<file path="src/rtl/mac_pkg.sv">
// Shared definitions for the MAC sequencer slice.
// Default widths and the sequencer state encoding.
package mac_pkg;

   localparam int DATA_W = 4;
   localparam int ACC_W  = 12;
   localparam int LEN_W  = 8;

   typedef enum logic [2:0] {
      S_IDLE  = 3'd0,
      S_CLEAR = 3'd1,
      S_RUN   = 3'd2,
      S_DRAIN = 3'd3,
      S_DONE  = 3'd4
   } state_t;

endpackage

</file>
<file path="src/rtl/mac_datapath.sv">
// Multiply-accumulate datapath: registered product, valid pipe bit,
// wrapping accumulator and sticky carry-out flag.
import mac_pkg::*;

module mac_datapath #(
   parameter int DATA_W = mac_pkg::DATA_W,
   parameter int ACC_W  = mac_pkg::ACC_W
) (
   input  logic              clk,
   input  logic              rst,
   input  logic              clr,
   input  logic              abort,
   input  logic              in_valid,
   input  logic [DATA_W-1:0] a,
   input  logic [DATA_W-1:0] b,
   output logic [ACC_W-1:0]  acc,
   output logic              ovf
);

   localparam int PROD_W = 2 * DATA_W;

   logic [PROD_W-1:0] prod;
   logic              prod_valid;
   logic [ACC_W:0]    sum;

   // Extra top bit of the sum is the carry out of the ACC_W-bit add.
   assign sum = {1'b0, acc} + (ACC_W+1)'(prod);

   always_ff @(posedge clk) begin
      if (rst || clr) begin
         prod       <= '0;
         prod_valid <= 1'b0;
         acc        <= '0;
         ovf        <= 1'b0;
      end else if (abort) begin
         prod_valid <= 1'b0;
         ovf        <= 1'b0;
      end else begin
         prod_valid <= in_valid;
         if (in_valid) begin
            prod <= {{DATA_W{1'b0}}, a} * {{DATA_W{1'b0}}, b};
         end
         if (prod_valid) begin
            acc <= sum[ACC_W-1:0];
            if (sum[ACC_W]) begin
               ovf <= 1'b1;
            end
         end
      end
   end

endmodule

</file>
<file path="src/rtl/mac_sequencer.sv">
// Job sequencer: accepts a length, streams operand pairs into the
// datapath, waits one drain cycle and hands out the accumulated result.
import mac_pkg::*;

module mac_sequencer #(
   parameter int DATA_W = mac_pkg::DATA_W,
   parameter int ACC_W  = mac_pkg::ACC_W,
   parameter int LEN_W  = mac_pkg::LEN_W
) (
   input  logic              clk,
   input  logic              rst,
   input  logic              cmd_valid,
   output logic              cmd_ready,
   input  logic [LEN_W-1:0]  cmd_len,
   input  logic              abort,
   input  logic              op_valid,
   output logic              op_ready,
   input  logic [DATA_W-1:0] op_a,
   input  logic [DATA_W-1:0] op_b,
   output logic              res_valid,
   input  logic              res_ready,
   output logic [ACC_W-1:0]  res_data,
   output logic              res_ovf,
   output logic              busy,
   output logic              finish
);

   state_t           state;
   state_t           state_next;
   logic [LEN_W-1:0] cnt;
   logic             kill;
   logic             op_fire;
   logic             clr;

   // Abort only has meaning while a job is in flight.
   assign kill    = abort && (state != S_IDLE);
   assign op_fire = op_valid && op_ready && !kill;
   assign clr     = (state == S_CLEAR);
   assign busy    = (state != S_IDLE);

   always_ff @(posedge clk) begin
      if (rst) begin
         state <= S_IDLE;
      end else begin
         state <= state_next;
      end
   end

   always_ff @(posedge clk) begin
      if (rst) begin
         cnt <= '0;
      end else if (cmd_valid && cmd_ready) begin
         cnt <= cmd_len;
      end else if (op_fire) begin
         cnt <= cnt - 1'b1;
      end
   end

   always_comb begin
      state_next = state;
      cmd_ready  = 1'b0;
      op_ready   = 1'b0;
      res_valid  = 1'b0;
      finish     = 1'b0;
      unique case (state)
         S_IDLE: begin
            cmd_ready = 1'b1;
            if (cmd_valid) begin
               state_next = S_CLEAR;
            end
         end
         S_CLEAR: begin
            state_next = (cnt != '0) ? S_RUN : S_DONE;
         end
         S_RUN: begin
            op_ready = 1'b1;
            if (op_valid && cnt == LEN_W'(1)) begin
               state_next = S_DRAIN;
            end
         end
         S_DRAIN: begin
            state_next = S_DONE;
         end
         S_DONE: begin
            res_valid = 1'b1;
            if (res_ready) begin
               state_next = S_IDLE;
               finish     = !abort && !rst;
            end
         end
         default: begin
            state_next = S_IDLE;
         end
      endcase
      if (kill) begin
         state_next = S_IDLE;
      end
   end

   mac_datapath #(
      .DATA_W (DATA_W),
      .ACC_W  (ACC_W)
   ) u_datapath (
      .clk      (clk),
      .rst      (rst),
      .clr      (clr),
      .abort    (kill),
      .in_valid (op_fire),
      .a        (op_a),
      .b        (op_b),
      .acc      (res_data),
      .ovf      (res_ovf)
   );

endmodule

</file>
<file path="config.mk">
export PLATFORM = sky130hd
export DESIGN_NAME = mac_sequencer
export DESIGN_NICKNAME = d
export VERILOG_FILES = /design/src/rtl/mac_pkg.sv /design/src/rtl/mac_datapath.sv /design/src/rtl/mac_sequencer.sv
export SDC_FILE = /design/constraint.sdc
export NUM_CORES = 1
export LEC_CHECK = 0
export ABC_AREA = 0
export ABC_CLOCK_PERIOD_IN_PS = 4600
export BUFFER_PORTS_ARGS = -buffer_cell sky130_fd_sc_hd__buf_2
export CORE_MARGIN = 8
export CORE_UTILIZATION = 60
export CTS_CLUSTER_DIAMETER = 80
export DETAILED_ROUTE_END_ITERATION = 7
export GPL_TIMING_DRIVEN = 0
export PLACE_DENSITY = 0.85
export REMOVE_ABC_BUFFERS = 1
export SYNTH_ARGS = -nofsm -noshare
export SYNTH_HDL_FRONTEND = slang
export SYNTH_SLANG_ARGS = --single-unit
export TNS_END_PERCENT = 100
</file>
<file path="constraint.sdc">
create_clock -name clk -period 4.6 [get_ports clk]
set_clock_uncertainty 0.05 [all_clocks]
set_input_delay 0.46 -clock clk [delete_from_list [all_inputs] [get_ports clk]]
set_output_delay 0.46 -clock clk [all_outputs]
set_load 0.02 [all_outputs]
</file>
==> reports/metrics.cfg <==
[clock_network]
cts_tree=yes
clockBufferDepth=2
insertion_delay_ps=290
htreeDepth=2
post_cts_buffers=0
path_clk_slew_ps=70
clockRootBuffer=clkbuf_8
holdBufCountCts=0
clkSinkCount=33
numCtsBuffers=5
cts_resized=0

[timing]
fmax_mhz=351
setup_violations=0
maxSlewHeadroom_pct=57.5
slew_violations=0
period_needed_ps=2850
grt_setup_unrepaired=false
hold_ws_ps=376
worst_slew_pin_slew_ps=636
hold_violations=0
min_period_over_period_pct=61.9
tns_ps=0

[logic_synthesis]
synthCells=261
async_reset_ff_share_pct=0
yosysSeqAreaShare_pct=29.8
synth_seq_cells=33
ys.flop_type=dfxtp_1
syn_avg_cell_area_um2=8.50
synth_edf_count=0
syn_area_mm2=0.00222
ys_warn_count=0
yosysUniqueCellTypes=48

[pwr]
p_sw_uw=181
p_clk_share_pct=40.5
comb_power_share_pct=16.3
vdd_drop_max_mv=0.210
sw_frac_of_total_pct=25.8
total_power_uw=700
cellLeakagePower_uw=0.00113
cell_internal_pwr_uw=519
pwr_density_cell_mw_per_mm2=274
pwr-share-seq_pct=43.2

[die]
rows=22
die_y_um=76.8
core-area_mm2=0.00361
die_width_um=76.8
die_area_mm2=0.00590
pin_count=40
initial_core_util_pct=61.5

[worst_setup_path]
path_max_fanout=4
worstRegToRegCells=5
regToRegStartpoint=state[1]$_SDFFE_PP0P_
crit_arrival_ps=3010
worstSetupPathType=in2reg
rrSetupSlack_ps=2330
cp.required_ps=4770
r2r-end=cnt[5]$_SDFFE_PP0P_
end_kind=flop
critPathLaunchType=input port

[min_path]
worstHoldEndpoint=state[2]$_SDFFE_PP0P_
hold_depth=2
min_from=abort
hp-class=in2reg

[route]
vias_per_cell=5.76
ant_nets=0
drc_errors=0
first_iter_violations=102
wirelength_um=4990
dr.pass1.iters=4
vias=2010
wl_per_cell_um=14.3

[global_route]
antenna_found_initial=0
grt_pass1_vias=1987
grt_pass1_wl_um=8780
track_usage_pct=17.8
overflow=0
grt_max_degree=19

[finish]
area_growth_pct=15.2
final_cell_area_mm2=0.00256
final_util_pct=70.9
diodes=0
final_layout_size_suffix_gt1_share_pct=16.9
fillCellCount=294
final_nets=350

[placed_design]
dp_hpwl_um=3770
place_congestion=0.872
io_buffer_count=39
placed_area_mm2=0.00244

[status]
status=completed

[run]
max_cap_violations=0

power groups by stage:
stage	sequential (uW)	combinational [uW]	clock, uW
6_report	302	114	284
4_1_cts	302	114	290
3_5_place_dp	308	112	0
2_1_floorplan	306	80.1	0
3_3_place_gp	308	108	0
5_1_grt	303	130	301
stage by stage:
stage                     worst slack (ps)  cells
after CTS                             1760    349
final                                 1750    349
after global routing                  1580    349
after floorplan                       1750    254
after detailed placement              1460    341
after global placement                1540    341
cell usage after synthesis, types with 5 or more instances:
| cell type | n | area share, % |
|---|---|---|
| dfxtp_1 | 33 | 30 |
| a21oi_1 | 31 | 7.0 |
| nand2_1 | 31 | 5.2 |
| ha_1 | 23 | 13 |
| and2_1 | 14 | 3.9 |
| inv_1 | 14 | 2.4 |
| nor2_1 | 13 | 2.2 |
| nand3_1 | 11 | 2.5 |
| xnor2_1 | 7 | 2.8 |
| a211oi_1 | 6 | 2.0 |
| clkbuf_1 | 6 | 1.0 |
| o21ai_0 | 6 | 1.4 |
| a21o_1 | 5 | 1.7 |
| fa_1 | 5 | 4.5 |
| nor3_1 | 5 | 1.1 |
layer usage:
layer / track usage [%] / part of all wire [%] / up-vias
li1: - / - / 1017
met1: 20.2 / 45 / 934
met2: 29.7 / 48 / 49
met3: 5.24 / 4.8 / 10
met4: 8.27 / 2.0 / 0
met5: 0 / 0 / -
how the worst max path moves through the flow:
| stage | startpoint | end | slack (ps) |
|---|---|---|---|
| after floorplan | op_a[0] | u_datapath.prod[6]$_SDFFE_PP0P_ | 1750 |
| after global placement | op_a[0] | u_datapath.prod[6]$_SDFFE_PP0P_ | 1540 |
| after detailed placement | op_a[0] | u_datapath.prod[6]$_SDFFE_PP0P_ | 1460 |
| after CTS | op_a[0] | u_datapath.prod[6]$_SDFFE_PP0P_ | 1760 |
| after global routing | op_a[0] | u_datapath.prod[6]$_SDFFE_PP0P_ | 1580 |
| final | op_a[0] | u_datapath.prod[6]$_SDFFE_PP0P_ | 1750 |
critical path: stages:
cell and delay [ps]:
buf_2 110, nand2_1 80, fa_1 540, inv_1 60, fa_1 530, fa_1 480
a21o_1 190, a21oi_1 180, xnor2_1 140, nand2_1 90, a21oi_1 160
cells in the final DEF (no fill, tap or decap), types with 2 or more instances in the layout:
master / instances
o21a_1: 3
xor2_1: 2
buf_2: 39
a21oi_1: 31
a211oi_1: 6
nor2_1: 13
fa_1: 5
or4_1: 2
o2bb2a_1: 2
a22o_1: 2
or3_1: 3
o21ai_0: 6
nand3_1: 11
a21o_1: 5
dfxtp_1: 33
nor4_1: 4
clkbuf_8: 6
nand2_1: 31
and2_1: 14
a31oi_1: 2
xnor2_1: 7
ha_1: 23
nand2b_1: 4
inv_1: 14
nor3_1: 5
o211ai_1: 4
area by class of cell:
type                    instances  area, um2  share of cell area (%)
inverters                      14       52.6                    2.06
flip-flops and latches         33        661                    25.8
repair buffers                 39        195                    7.64
clock buffers                   7       86.3                    3.38
clock inverters                 1       30.0                    1.17
well taps                      48       60.1                    2.35
multi-input cells             207       1470                    57.6
logic make-up (layout without fill, tap and decap cells):
logic type / Yosys count / count (layout) / synth area share, %
buf+inv: 21 / 61 / 3.89
simple gates: 95 / 95 / 22.1
fa+ha+maj: 28 / 28 / 17.5
compound gates: 74 / 74 / 22.8
mux: 1 / 1 / 0.451
xor+xnor: 9 / 9 / 3.55
flops: 33 / 33 / 29.8
state kept, by name, indices dropped and copies added (netlist names):
signal                 flops
u_datapath.ovf             1
u_datapath.prod            8
cnt                        8
u_datapath.prod_valid      1
state                      3
u_datapath.acc            12
No activity file was read; power rests on OpenSTA's default activity.
